**src/rtl/spi_slave_rx.sv**
```systemverilog
// SPI mode-0 receive slave: oversamples SCK/CS/MOSI on clk, reassembles words into a
// single-entry valid/ready holding register and returns a response word on MISO.
module spi_slave_rx #(
  parameter int unsigned DATA_W      = 8,
  parameter int unsigned SYNC_STAGES = 2
) (
  input  logic              clk,
  input  logic              rst_n,
  input  logic              spi_sck,
  input  logic              spi_mosi,
  input  logic              spi_cs,
  output logic              spi_miso,
  input  logic [DATA_W-1:0] tx_data,
  output logic [DATA_W-1:0] rx_data,
  output logic              rx_valid,
  input  logic              rx_ready,
  output logic              overrun,
  input  logic              overrun_clr,
  output logic              frame_err,
  output logic              busy
);

  localparam int unsigned CntW = $clog2(DATA_W + 1);

  typedef enum logic [0:0] {StIdle, StShift} state_e;

  logic [SYNC_STAGES-1:0] sck_sync_q, cs_sync_q, mosi_sync_q;
  logic                   sck_dly_q, cs_dly_q;
  logic [SYNC_STAGES:0]   warm_q;
  logic                   sck_s, cs_s, mosi_s, warm;
  logic                   sck_rise, sck_fall, cs_rise, cs_fall;

  always_ff @(posedge clk or negedge rst_n) begin
    if (!rst_n) begin
      sck_sync_q  <= '0;
      cs_sync_q   <= '1;
      mosi_sync_q <= '0;
      sck_dly_q   <= 1'b0;
      cs_dly_q    <= 1'b1;
      warm_q      <= '0;
    end else begin
      sck_sync_q  <= {sck_sync_q[SYNC_STAGES-2:0], spi_sck};
      cs_sync_q   <= {cs_sync_q[SYNC_STAGES-2:0], spi_cs};
      mosi_sync_q <= {mosi_sync_q[SYNC_STAGES-2:0], spi_mosi};
      sck_dly_q   <= sck_s;
      cs_dly_q    <= cs_s;
      warm_q      <= {warm_q[SYNC_STAGES-1:0], 1'b1};
    end
  end

  assign sck_s  = sck_sync_q[SYNC_STAGES-1];
  assign cs_s   = cs_sync_q[SYNC_STAGES-1];
  assign mosi_s = mosi_sync_q[SYNC_STAGES-1];
  // Edges are ignored until the pipelines hold real input, so a CS already low at
  // reset release never looks like a falling edge.
  assign warm     = warm_q[SYNC_STAGES];
  assign sck_rise = warm & sck_s & ~sck_dly_q;
  assign sck_fall = warm & ~sck_s & sck_dly_q;
  assign cs_rise  = warm & cs_s & ~cs_dly_q;
  assign cs_fall  = warm & ~cs_s & cs_dly_q;

  state_e            state_q, state_d;
  logic [CntW-1:0]   cnt_q, cnt_d;
  logic [DATA_W-1:0] rx_sr_q, rx_sr_d, tx_sr_q, tx_sr_d;
  logic [DATA_W-1:0] rx_data_q, rx_data_d, byte_word;
  logic              reload_q, reload_d, miso_q, miso_d;
  logic              rx_valid_q, rx_valid_d, overrun_q, overrun_d;
  logic              frame_err_q, frame_err_d, byte_done;

  always_ff @(posedge clk or negedge rst_n) begin
    if (!rst_n) begin
      state_q     <= StIdle;
      cnt_q       <= '0;
      rx_sr_q     <= '0;
      tx_sr_q     <= '0;
      reload_q    <= 1'b0;
      miso_q      <= 1'b0;
      rx_data_q   <= '0;
      rx_valid_q  <= 1'b0;
      overrun_q   <= 1'b0;
      frame_err_q <= 1'b0;
    end else begin
      state_q     <= state_d;
      cnt_q       <= cnt_d;
      rx_sr_q     <= rx_sr_d;
      tx_sr_q     <= tx_sr_d;
      reload_q    <= reload_d;
      miso_q      <= miso_d;
      rx_data_q   <= rx_data_d;
      rx_valid_q  <= rx_valid_d;
      overrun_q   <= overrun_d;
      frame_err_q <= frame_err_d;
    end
  end

  always_comb begin
    state_d     = state_q;
    cnt_d       = cnt_q;
    rx_sr_d     = rx_sr_q;
    tx_sr_d     = tx_sr_q;
    reload_d    = reload_q;
    miso_d      = miso_q;
    frame_err_d = 1'b0;
    byte_done   = 1'b0;
    byte_word   = {rx_sr_q[DATA_W-2:0], mosi_s};

    unique case (state_q)
      StIdle: begin
        miso_d = 1'b0;
        if (cs_fall) begin
          state_d  = StShift;
          cnt_d    = '0;
          reload_d = 1'b0;
          tx_sr_d  = tx_data;
          miso_d   = tx_data[DATA_W-1];
        end
      end
      StShift: begin
        // CS rise takes priority over any SCK edge seen in the same cycle.
        if (cs_rise) begin
          state_d     = StIdle;
          miso_d      = 1'b0;
          cnt_d       = '0;
          reload_d    = 1'b0;
          frame_err_d = (cnt_q != '0);
        end else if (sck_rise) begin
          rx_sr_d = byte_word;
          if (cnt_q == CntW'(DATA_W - 1)) begin
            cnt_d     = '0;
            byte_done = 1'b1;
            reload_d  = 1'b1;
          end else begin
            cnt_d = cnt_q + 1'b1;
          end
        end else if (sck_fall) begin
          if (reload_q) begin
            tx_sr_d  = tx_data;
            miso_d   = tx_data[DATA_W-1];
            reload_d = 1'b0;
          end else begin
            tx_sr_d = tx_sr_q << 1;
            miso_d  = tx_sr_q[DATA_W-2];
          end
        end
      end
      default: state_d = StIdle;
    endcase

    rx_data_d  = rx_data_q;
    rx_valid_d = rx_valid_q;
    overrun_d  = overrun_q;
    if (overrun_clr) overrun_d = 1'b0;
    if (byte_done) begin
      if (!rx_valid_q || rx_ready) begin
        rx_data_d  = byte_word;
        rx_valid_d = 1'b1;
      end else begin
        overrun_d = 1'b1;
      end
    end else if (rx_valid_q && rx_ready) begin
      rx_valid_d = 1'b0;
    end
  end

  assign spi_miso  = miso_q;
  assign rx_data   = rx_data_q;
  assign rx_valid  = rx_valid_q;
  assign overrun   = overrun_q;
  assign frame_err = frame_err_q;
  assign busy      = (state_q == StShift);

endmodule

```
**config.mk**
```make
export PLATFORM = sky130hd
export DESIGN_NAME = spi_slave_rx
export DESIGN_NICKNAME = d
export VERILOG_FILES = /design/src/rtl/spi_slave_rx.sv
export SDC_FILE = /design/constraint.sdc
export NUM_CORES = 1
export LEC_CHECK = 0
export BUFFER_PORTS_ARGS = -buffer_cell sky130_fd_sc_hd__buf_2
export CELL_PAD_IN_SITES_DETAIL_PLACEMENT = 0
export CELL_PAD_IN_SITES_GLOBAL_PLACEMENT = 2
export CORE_AREA = 2 2 73 75
export DETAILED_ROUTE_END_ITERATION = 6
export DIE_AREA = 0 0 75 77
export PLACE_DENSITY = 0.85
export SYNTH_ARGS = -nofsm -noshare
export SYNTH_HDL_FRONTEND = slang
export SYNTH_SLANG_ARGS = --single-unit
```
**constraint.sdc**
```tcl
create_clock -name clk -period 2 [get_ports clk]
set_input_delay 0.4 -clock clk [delete_from_list [all_inputs] [get_ports clk]]
set_output_delay 0.4 -clock clk [all_outputs]
set_load 0.005 [all_outputs]
```
# After elaboration in Yosys (flattened, before gate mapping)
# Cells that the tools add are included.
# word_totals
ff_bits	43
in_bits	15
out_inout_bits	13
elab_cells	92
# classes
n_addsub	1
eq_ne	11
mux	38
bitwise	14
reduce_logical	12
# ops
operator	n
two-way mux 7 bit	5
two-way mux 1 bit	24
two-way mux 4 bit	4
case mux 7 bit (2 select lines)	1
inequality test 3 bit (second input constant)	3
bitwise AND 1 bit	8
inequality test 2 bit (second input constant)	4
case mux 4 bit (2 select lines)	1
AND reduction 2 bit	4
inverter 1 bit	6
case mux 1 bit (2 select lines)	3
AND reduction 3 bit	2
adder 4 x 1 -> 4 bit (second input constant)	1
== test 4 x 3 -> 1 bit (second input constant)	1
inequality test 4 x 3 -> 1 bit (second input constant)	1
inequality test 4 bit (second input constant)	1
AND reduction 4 bit	1
nonzero test 4 bit	1
inequality test 2 x 1 -> 1 bit (second input constant)	1
nonzero test 2 bit	1
logical AND 1 bit	1
zero test 1 bit	1
logical OR 1 bit	1

# Longest topological paths before layout
# Gate-level depths: netlist of the first run.
# logic_depth
word_depth	7
depth_mapped	6

# Least setup slack after synthesis of the first run
# OpenSTA, ideal clock, no wires.
# synth_path
path_kind	reg-to-reg
from	reg cs_dly_q
to	reg rx_data_q[0] (netlist: rx_data[0])
t_arrival_ns	1.557
slack_ns	0.319
stages_incl_launch_ff	5
n_path_buf	0
path_cell_list	dfstp_2 -> nor2b_2 -> nand4b_4 -> nor3b_4 -> mux2_2
# synth_via
elab_chain_cells	5
# synth_rtl
item	line_no	text
start: declaration	28	logic sck_dly_q, cs_dly_q;
start signal: assignment	46	cs_dly_q <= cs_s;
inverter 1 bit	59	assign cs_rise = warm & cs_s & ~cs_dly_q;
bitwise AND 1 bit	59	
two-way mux 1 bit	120	if (cs_rise) begin
two-way mux 1 bit	107	unique case (state_q)
AND reduction 2 bit (no line)	-	
end signal: assignment	89	rx_data_q <= rx_data_d;
end: declaration	65	logic [DATA_W-1:0] rx_data_q, rx_data_d, byte_word;
# Every way passes these cells.
# A chain may end at the register's enable or synchronous reset.

# Worst setup path after layout of the first run
# layout_path
from	reg cs_dly_q
to	reg rx_data_q[5] (netlist: rx_data[5])
# Same word-level chain as after synthesis.

==> flow_summary.ini, run 1 <==
[timing]
fin_crit_ns = 1.811
slew_headroom = 0.4776
final-setup-viol-count = 0
setup_slack_ns = 0.1890
rsz0062_at_grt = false
worstMarginPinSlew_ns = 0.7837
finalHoldViolations = 0
finalCritPeriodShare = 0.9055
setup_tns_ns = 0
fin_skew_ns = 0.005662
max_freq_mhz = 552.2
slew_violations = 0

[synth]
ys_seq_area_frac = 0.6001
synth_nets = 159
async_flop_share = 1.000
synth_top_area_share = 0.5563
ys_seq_elements = 43
synth_area_leaders = dfrtp_1 56%, mux2_2 9.4%, dfstp_2 4.4%, o21ai_0 3.6%, mux2i_1 3.3%
synth.most_common_cell = dfrtp_1
synth_cell_types = 39
synth-edff-count = 0
synth.top_cells.by_count = 40 x dfrtp_1, 15 x mux2_2, 15 x nand2_1
synth_area_mm2 = 0.001799
ys_warn_count = 0
syn_inst = 142
syn_avg_cell_area_um2 = 12.67
synth_top_area_cell = dfrtp_1
dominantRegCellSynth = dfrtp_1

[worst_setup_path]
r2r_cells = 4
worstSetupEndpointType = flip-flop
critPathKind = flip-flop to flip-flop
r2r_start = cs_dly_q
startpoint_type = flip-flop
critPathMaxFanout = 8
critPathArrivalTime_ns = 1.99
cp.required_ns = 2.18
ff2ff_setup_slack_ns = 0.19
reg2reg_to = rx_data[5]

[clock_network]
tritoncts = yes
cts_buffer_depth = 2
cts_buffers = 5
root_buffer = clkbuf_8
post_cts_buffers = 0
ctsResizeCount = 0
cts.clk_slew.worst_paths_ns = 0.08
cts_sinks = 43
clk_latency_ns = 0.29
htree_num_levels = 2
cts_hold_buf = 0

[drt]
dr.pass1.iters = 4
via_per_inst = 4.710
dr_total_vias = 1168
wl_um = 3236
wire_per_inst_um = 13.05
drt_iter0_drc = 24
ant_nets = 0
drc = 0

[power]
powerDensity_mw_per_mm2 = 905.3
p_leak_nw = 1.055
ir_drop_uv = 481.8
pwr-share-seq = 0.563
clkPwrFrac = 0.300
p_int_mw = 1.422
pwr-share-comb = 0.137
switching_share = 0.2667
p_switching_mw = 0.5171

[global_route]
grt-ovfl-total = 0
grt_max_degree = 38
grt_use_total = 0.1239
antenna_found_initial = 0
grt_first_pass_wirelength_um = 5568
first_global_vias = 1249

[layout]
n_fill_cell = 484
seqCellArea_mm2 = 0.001080
diodes = 0
final_nets = 194
area_growth_pct = 19.05
multiInputGateArea_um2 = 665.6
drive_gt1_frac = 0.3483
instances_no_fill = 248

[floorplan]
io_pins = 28
num_rows = 26
initial_utilization = 0.3615
coreArea_mm2 = 0.004977
die_area_mm2 = 0.005775
die_h_um = 77
die_x_um = 75

[place]
routabilityCongestion = 0.7220
dp.cells = 240
pre_cts_slack_ns = 0.2088
hpwlAfterDp_um = 2367
numPortBuffers = 27

[min_path]
hold_class = input port to asynchronous set/reset pin

[flow_run]
drv_cap = 0

[outcome]
status = completed
==> layer usage <==
layer | global-route usage | share of wire
met5 | 0 | 0
met4 | 0.04286 | 0.016
met3 | 0.04468 | 0.061
met2 | 0.2009 | 0.48
met1 | 0.1495 | 0.44
==> kinds of logic (layout without fill, tap and decap cells) <==
kind of cell,count (synthesis),after routing,synth area share
flops,43,43,0.6001
simple gates,32,32,0.1127
compound gates,30,30,0.1141
mux,21,21,0.1273
buf+inv,13,49,0.02990
fa+ha+maj,2,2,0.01391
other cells,1,1,0.002084
==> state kept, by name, summed over array words and instances (netlist names), 2 cells and up <==
name and count:
tx_sr_q 7, cs_sync_q 2, sck_sync_q 2, rx_sr_q 7
cnt_q 4, mosi_sync_q 2, rx_data 8, warm_q 3
==> power groups by stage <==
stage	Clock [mW]	Combinational (mW)	Sequential, mW
floorplan	0	0.193	1.08
global placement	0	0.261	1.10
detailed placement	0	0.273	1.11
CTS	0.606	0.274	1.09
global route	0.636	0.308	1.11
finish	0.582	0.266	1.09
==> cells in the final DEF, fill, tap and decap left out, types with 2 or more instances in the layout <==
master and count:
a22o_1 2, a32oi_1 2, buf_2 27, buf_4 6
clkbuf_8 6, dfrtp_1 40, dfstp_2 3, ha_1 2
inv_1 8, mux2_2 15, mux2i_1 6, nand2_1 15
nand2b_1 2, nor2_1 2, o21ai_0 13, o2bb2ai_1 2
o31ai_1 2
==> through the flow <==
step	util	instance area (um2)	hold slack, ns	total power, mW
2_1_floorplan	-	1799	0.1044	1.273
3_3_place_gp	0.4105	2043	0.3318	1.364
3_5_place_dp	0.4105	2043	0.3373	1.384
4_1_cts	0.4304	2142	0.1867	1.974
5_1_grt	0.4304	2142	0.1792	2.056
6_report	0.4304	2142	0.1753	1.939
==> critical path, stage by stage, from the launching register on <==
cell	delay, ns
dfstp_2	0.60
nor2b_2	0.09
nand4b_4	0.19
nor3b_4	0.43
mux2_2	0.39
==> final cells by class <==
type / count / share of cell area
clock buffer: 6 / 0.03855
clock inverter: 2 / 0.007593
inverter: 8 / 0.01402
multi-input combinational: 86 / 0.3107
sequential: 43 / 0.5041
tap: 70 / 0.04089
timing repair buffer: 33 / 0.08411
==> how the worst max path moves through the flow <==
stage              from          to  slack (ns)  cells past startpoint
5_1_grt        cs_dly_q  rx_data[2]        0.09                      4
6_report       cs_dly_q  rx_data[5]        0.19                      4
3_3_place_gp   cs_dly_q  rx_data[5]        0.26                      4
3_5_place_dp   cs_dly_q  rx_data[7]        0.21                      4
4_1_cts        cs_dly_q  rx_data[5]        0.18                      4
2_1_floorplan  cs_dly_q  rx_data[0]        0.32                      4
(Power assumes the default switching activity.)
==> inputs of run 2 (changes only) <==
Settings changed: CORE_AREA 2 2 73 75 to 2 2 71 73, DIE_AREA 0 0 75 77 to 0 0 73 75, PLACE_DENSITY 0.85 to 0.88.
Clock period 2 ns to 2.3 ns, I/O delays scaled along.
==> run 2 against run 1 <==
Net effect:
- clock skew hardly changed
- register-to-register slack gained 0.30 ns
- via count increased by 1.5%
- combinational power fell by 13%
- clock-buffer cell count did not move
- largest power group unchanged
- highest routed layer unchanged
==> flow_summary.ini, run 2 (synthesis gave the netlist of run 1 again) <==
[outcome]
status = completed

[timing]
fin_skew_ns = 0.005492
hold-worst-slack_ns = 0.1061
setup_slack_ns = 0.4906
slew_violations = 0
finalCritPeriodShare = 0.7867
final-setup-viol-count = 0
rsz0062_at_grt = false
setup_tns_ns = 0
max_freq_mhz = 552.7
fin_crit_ns = 1.809
finalHoldViolations = 0

[worst_setup_path]
startpoint_type = flip-flop
crit_path_max_incr_delay_ns = 0.59
critPathMaxFanout = 8
critPathArrivalTime_ns = 1.99
ff2ff_setup_slack_ns = 0.49
r2r_cells = 4
worstSetupEndpointType = flip-flop
critPathKind = flip-flop to flip-flop
crit_start = cs_dly_q
path_cells = nor2b_2, nand4b_4, nor3b_4, mux2_2
cp.required_ns = 2.48
slowest_stage = dfstp_2
r2r_start = cs_dly_q
reg2reg_to = rx_data[7]

[layout]
diodes = 0
design_area_mm2 = 0.002093
final_nets = 192
drive_gt1_frac = 0.3352
n_fill_cell = 422
final_cell_mix = 40 x dfrtp_1, 27 x buf_2, 15 x nand2_1, 15 x mux2_2, 13 x o21ai_0
largest_register_ffs = 8
area_growth_pct = 16.34
layout_commonest_cell = dfrtp_1

[drt]
wl_um = 3255
wire_per_inst_um = 14.15
drc = 0
dr_total_vias = 1186
dr.pass1.iters = 4
via_per_inst = 5.157
ant_nets = 0
drt_iter0_drc = 35

[place]
pre_cts_slack_ns = 0.5131
numPortBuffers = 27
dpl_cell_area_mm2 = 0.002008
hpwlAfterDp_um = 2353
routabilityCongestion = 0.7249

[clock_network]
root_buffer = clkbuf_8
htree_num_levels = 2
cts_buffer_depth = 2
cts_buffers = 5
post_cts_buffers = 0
tritoncts = yes
clk_latency_ns = 0.29
cts_sinks = 43
cts.clk_slew.worst_paths_ns = 0.08
ctsResizeCount = 0
cts_hold_buf = 0

[global_route]
antenna_found_initial = 0
grt_use_total = 0.1348
grt_first_pass_wirelength_um = 5582
first_global_vias = 1182
grt-ovfl-total = 0
grt_max_degree = 24

[floorplan]
coreArea_mm2 = 0.004661
initial_utilization = 0.3860
die_area_mm2 = 0.005475
io_pins = 28
num_rows = 25
die_h_um = 75
die_x_um = 73

[power]
powerDensity_mw_per_mm2 = 786.8
clkPwrFrac = 0.281
pwr-share-comb = 0.140
switching_share = 0.2692
ir_drop_uv = 353.2
pwr-share-seq = 0.579
p_leak_nw = 1.040
p_int_mw = 1.204
p_switching_mw = 0.4434

[min_path]
hold_class = input port to asynchronous set/reset pin

[flow_run]
drv_cap = 0
==> run 2: cell count changes in the layout (fill, tap and decap cells not counted), sizes merged <==
cell,change
buf,-2
==> run 2: power groups by stage <==
stage / registers, mW / clock network [mW] / logic [mW]
after detailed placement: 0.968 / 0 / 0.236
after CTS: 0.954 / 0.482 / 0.237
after floorplan: 0.939 / 0 / 0.168
after global routing: 0.971 / 0.513 / 0.269
final: 0.953 / 0.463 / 0.231
after global placement: 0.960 / 0 / 0.225
==> run 2: metal layers <==
metal | share of wire | wire length [um] | global-route usage | vias to the layer above
met2 | 0.49 | 1588 | 0.2212 | 32
met5 | 0 | 0 | 0 | -
met1 | 0.45 | 1452 | 0.1680 | 579
met4 | 0.014 | 46 | 0.04321 | 0
met3 | 0.052 | 168 | 0.04685 | 6
li1 | - | - | - | 569
==> run 2: final cells by class <==
| cell class | count | area, um2 | area share |
|---|---|---|---|
| repair buffers | 31 | 165.2 | 0.07890 |
| clock inverters | 2 | 12.51 | 0.005977 |
| clock buffers | 6 | 72.57 | 0.03467 |
| multi-input cells | 86 | 665.6 | 0.3180 |
| well taps | 54 | 67.56 | 0.03228 |
| flip-flops and latches | 43 | 1080 | 0.5158 |
| inverters | 8 | 30.03 | 0.01435 |
==> run 2: per-stage QoR <==
step                power, mW  instances    util
CTS                     1.673        230  0.4491
finish                  1.647        230  0.4491
detailed placement      1.204        222  0.4309
floorplan               1.107        142       -
global route            1.753        230  0.4491
global placement        1.185        222  0.4309
==> run 2: worst max-delay path, delay by kind of cell (launching register included) <==
kind | cells | cell delay, ns
and+or+nand+nor | 3 | 0.72
DFF | 1 | 0.59
muxes | 1 | 0.39
==> run 2: worst max path at each step <==
stage,slack [ns],endpoint
detailed placement,0.51,rx_data[1]
floorplan,0.62,rx_data[0]
finish,0.49,rx_data[7]
CTS,0.49,rx_data[1]
global route,0.37,rx_data[4]
global placement,0.53,rx_data[0]
==> inputs of run 3 (changes only) <==
Settings changed: CORE_AREA 2 2 71 73 to 2 2 73 75, DIE_AREA 0 0 73 75 to 0 0 75 77, PLACE_DENSITY 0.88 to 0.85.
Clock period 2.3 ns to 1.8 ns, I/O delays scaled along.
==> run 3 against run 2 <==
Net effect:
- combinational power is 31% higher
- clock power grew 35%
- worst hold slack worse by 0.076 ns
- global-route usage fell by 0.54 points
- non-clock buffer count rose by 4
- die area rose by 5.5%
- critical path type unchanged
- largest power group unchanged
==> flow_summary.ini, run 3 (synthesis gave the netlist of run 1 again) <==
[global_route]
grt-ovfl-total = 0
first_global_vias = 1192
grt_first_pass_wirelength_um = 5706
grt_use_total = 0.1294
grt_max_degree = 24
antenna_found_initial = 0

[layout]
final_nets = 196
drive_gt1_frac = 0.3556
diodes = 0
final_cell_mix = 40 x dfrtp_1, 27 x buf_2, 15 x nand2_1, 15 x mux2_2, 13 x o21ai_0
area_growth_pct = 20.93
layout_commonest_cell = dfrtp_1
largest_register_ffs = 8
n_fill_cell = 459
instances_no_fill = 250
design_area_mm2 = 0.002176

[place]
dp.cells = 241
numPortBuffers = 27
routabilityCongestion = 0.7550
hpwlAfterDp_um = 2444
dpl_cell_area_mm2 = 0.002063

[min_path]
hold_class = input port to asynchronous set/reset pin

[timing]
rsz0062_at_grt = false
setup_tns_ns = 0
fin_crit_ns = 1.661
final-setup-viol-count = 0
finalHoldViolations = 0
max_freq_mhz = 602.2
worstMarginPinSlew_ns = 0.5224
slew_headroom = 0.6517
fin_skew_ns = 0.003542
slew_violations = 0
finalCritPeriodShare = 0.9226

[power]
powerDensity_mw_per_mm2 = 984.3
clkPwrFrac = 0.291
switching_share = 0.2763
ir_drop_uv = 637.8
p_int_mw = 1.550
pwr-share-seq = 0.567
p_switching_mw = 0.5918
pwr-share-comb = 0.142
p_leak_nw = 1.066

[drt]
dr_total_vias = 1189
wire_per_inst_um = 13.52
drt_iter0_drc = 35
ant_nets = 0
drc = 0
dr.pass1.iters = 4
wl_um = 3380
via_per_inst = 4.756

[floorplan]
initial_utilization = 0.3615
coreArea_mm2 = 0.004977
io_pins = 28
die_h_um = 77
num_rows = 26
die_area_mm2 = 0.005775
die_x_um = 75

[clock_network]
clk_latency_ns = 0.30
cts.clk_slew.worst_paths_ns = 0.09
cts_buffer_depth = 2
cts_buffers = 5
htree_num_levels = 2
cts_sinks = 43
root_buffer = clkbuf_8
tritoncts = yes
cts_hold_buf = 0

[worst_setup_path]
r2r_start = cnt_q[1]
path_cells = ha_1, nand3b_1, nor3b_4, buf_12, mux2_2
crit_start = cnt_q[1]
worstSetupEndpointType = flip-flop
cp.required_ns = 1.99
startpoint_type = flip-flop
r2r_cells = 5
critPathMaxFanout = 8
ff2ff_setup_slack_ns = 0.14
reg2reg_to = rx_data[4]
critPathArrivalTime_ns = 1.85
crit_path_max_incr_delay_ns = 0.41
slowest_stage = dfrtp_1
critPathKind = flip-flop to flip-flop

[flow_run]
drv_cap = 0

[outcome]
status = completed
run 3: cell count changes in the layout (fill, tap and decap cells not counted):
| cell | change |
|---|---|
| inv_6 | +1 |
| buf_12 | +2 |
| clkinv_2 | -1 |
| buf_4 | +2 |
| clkbuf_1 | -1 |
| clkinvlp_4 | +1 |
run 3: worst max path at each step:
| stage | end | slack, ns | cells after the start |
|---|---|---|---|
| 6_report | rx_data[4] | 0.14 | 5 |
| 5_1_grt | cnt_q[1] | 0.007 | 5 |
| 4_1_cts | rx_data[1] | 0.009 | 4 |
| 3_5_place_dp | rx_data[4] | 0.02 | 4 |
| 3_3_place_gp | rx_data[4] | 0.08 | 4 |
| 2_1_floorplan | rx_data[0] | 0.12 | 4 |
run 3: critical path: cells and delay by family (launching register included):
kind	cells	cell delay, ns
adders and majority gates	1	0.23
and+or+nand+nor	2	0.43
buffers and inverters	1	0.15
muxes	1	0.33
DFF	1	0.41
run 3: cell type report:
type,instances,area [um2],area share
Clock buffer,5,68.82,0.03163
Clock inverter,3,23.77,0.01093
Inverter,8,30.03,0.01380
Multi-Input combinational cell,86,665.6,0.3059
Sequential cell,43,1080,0.4963
Tap cell,70,87.58,0.04025
Timing Repair Buffer,35,220.2,0.1012
run 3: layer usage:
metal  GRT usage  part of all wire  wire [um]
met1      0.1739              0.46       1558
met2      0.1947              0.47       1589
met3     0.04336             0.053        180
met4     0.04286             0.015         51
met5           0                 0          0
run 3: through the flow:
| step | power (mW) | hold slack, ns | setup slack (ns) | utilization |
|---|---|---|---|---|
| 6_report | 2.142 | 0.03032 | 0.1393 | 0.4372 |
| 2_1_floorplan | 1.415 | 0.06441 | 0.1188 | - |
| 4_1_cts | 2.180 | 0.02974 | 0.008948 | 0.4331 |
| 3_3_place_gp | 1.519 | 0.3363 | 0.07619 | 0.4145 |
| 5_1_grt | 2.275 | 0.04946 | 0.006830 | 0.4372 |
| 3_5_place_dp | 1.546 | 0.3355 | 0.01922 | 0.4145 |
run 3: power groups by stage:
stage | clock network [mW] | registers, mW | logic (mW)
4_1_cts | 0.652 | 1.22 | 0.310
3_3_place_gp | 0 | 1.22 | 0.297
6_report | 0.624 | 1.21 | 0.303
5_1_grt | 0.685 | 1.23 | 0.356
2_1_floorplan | 0 | 1.20 | 0.215
3_5_place_dp | 0 | 1.24 | 0.310
run 3: repair_timing:
action	4_1_cts	5_1_grt
setup endpoints to repair	0	8
setup buffers	0	1
resized for setup	0	0
hold endpoints to repair	0	0
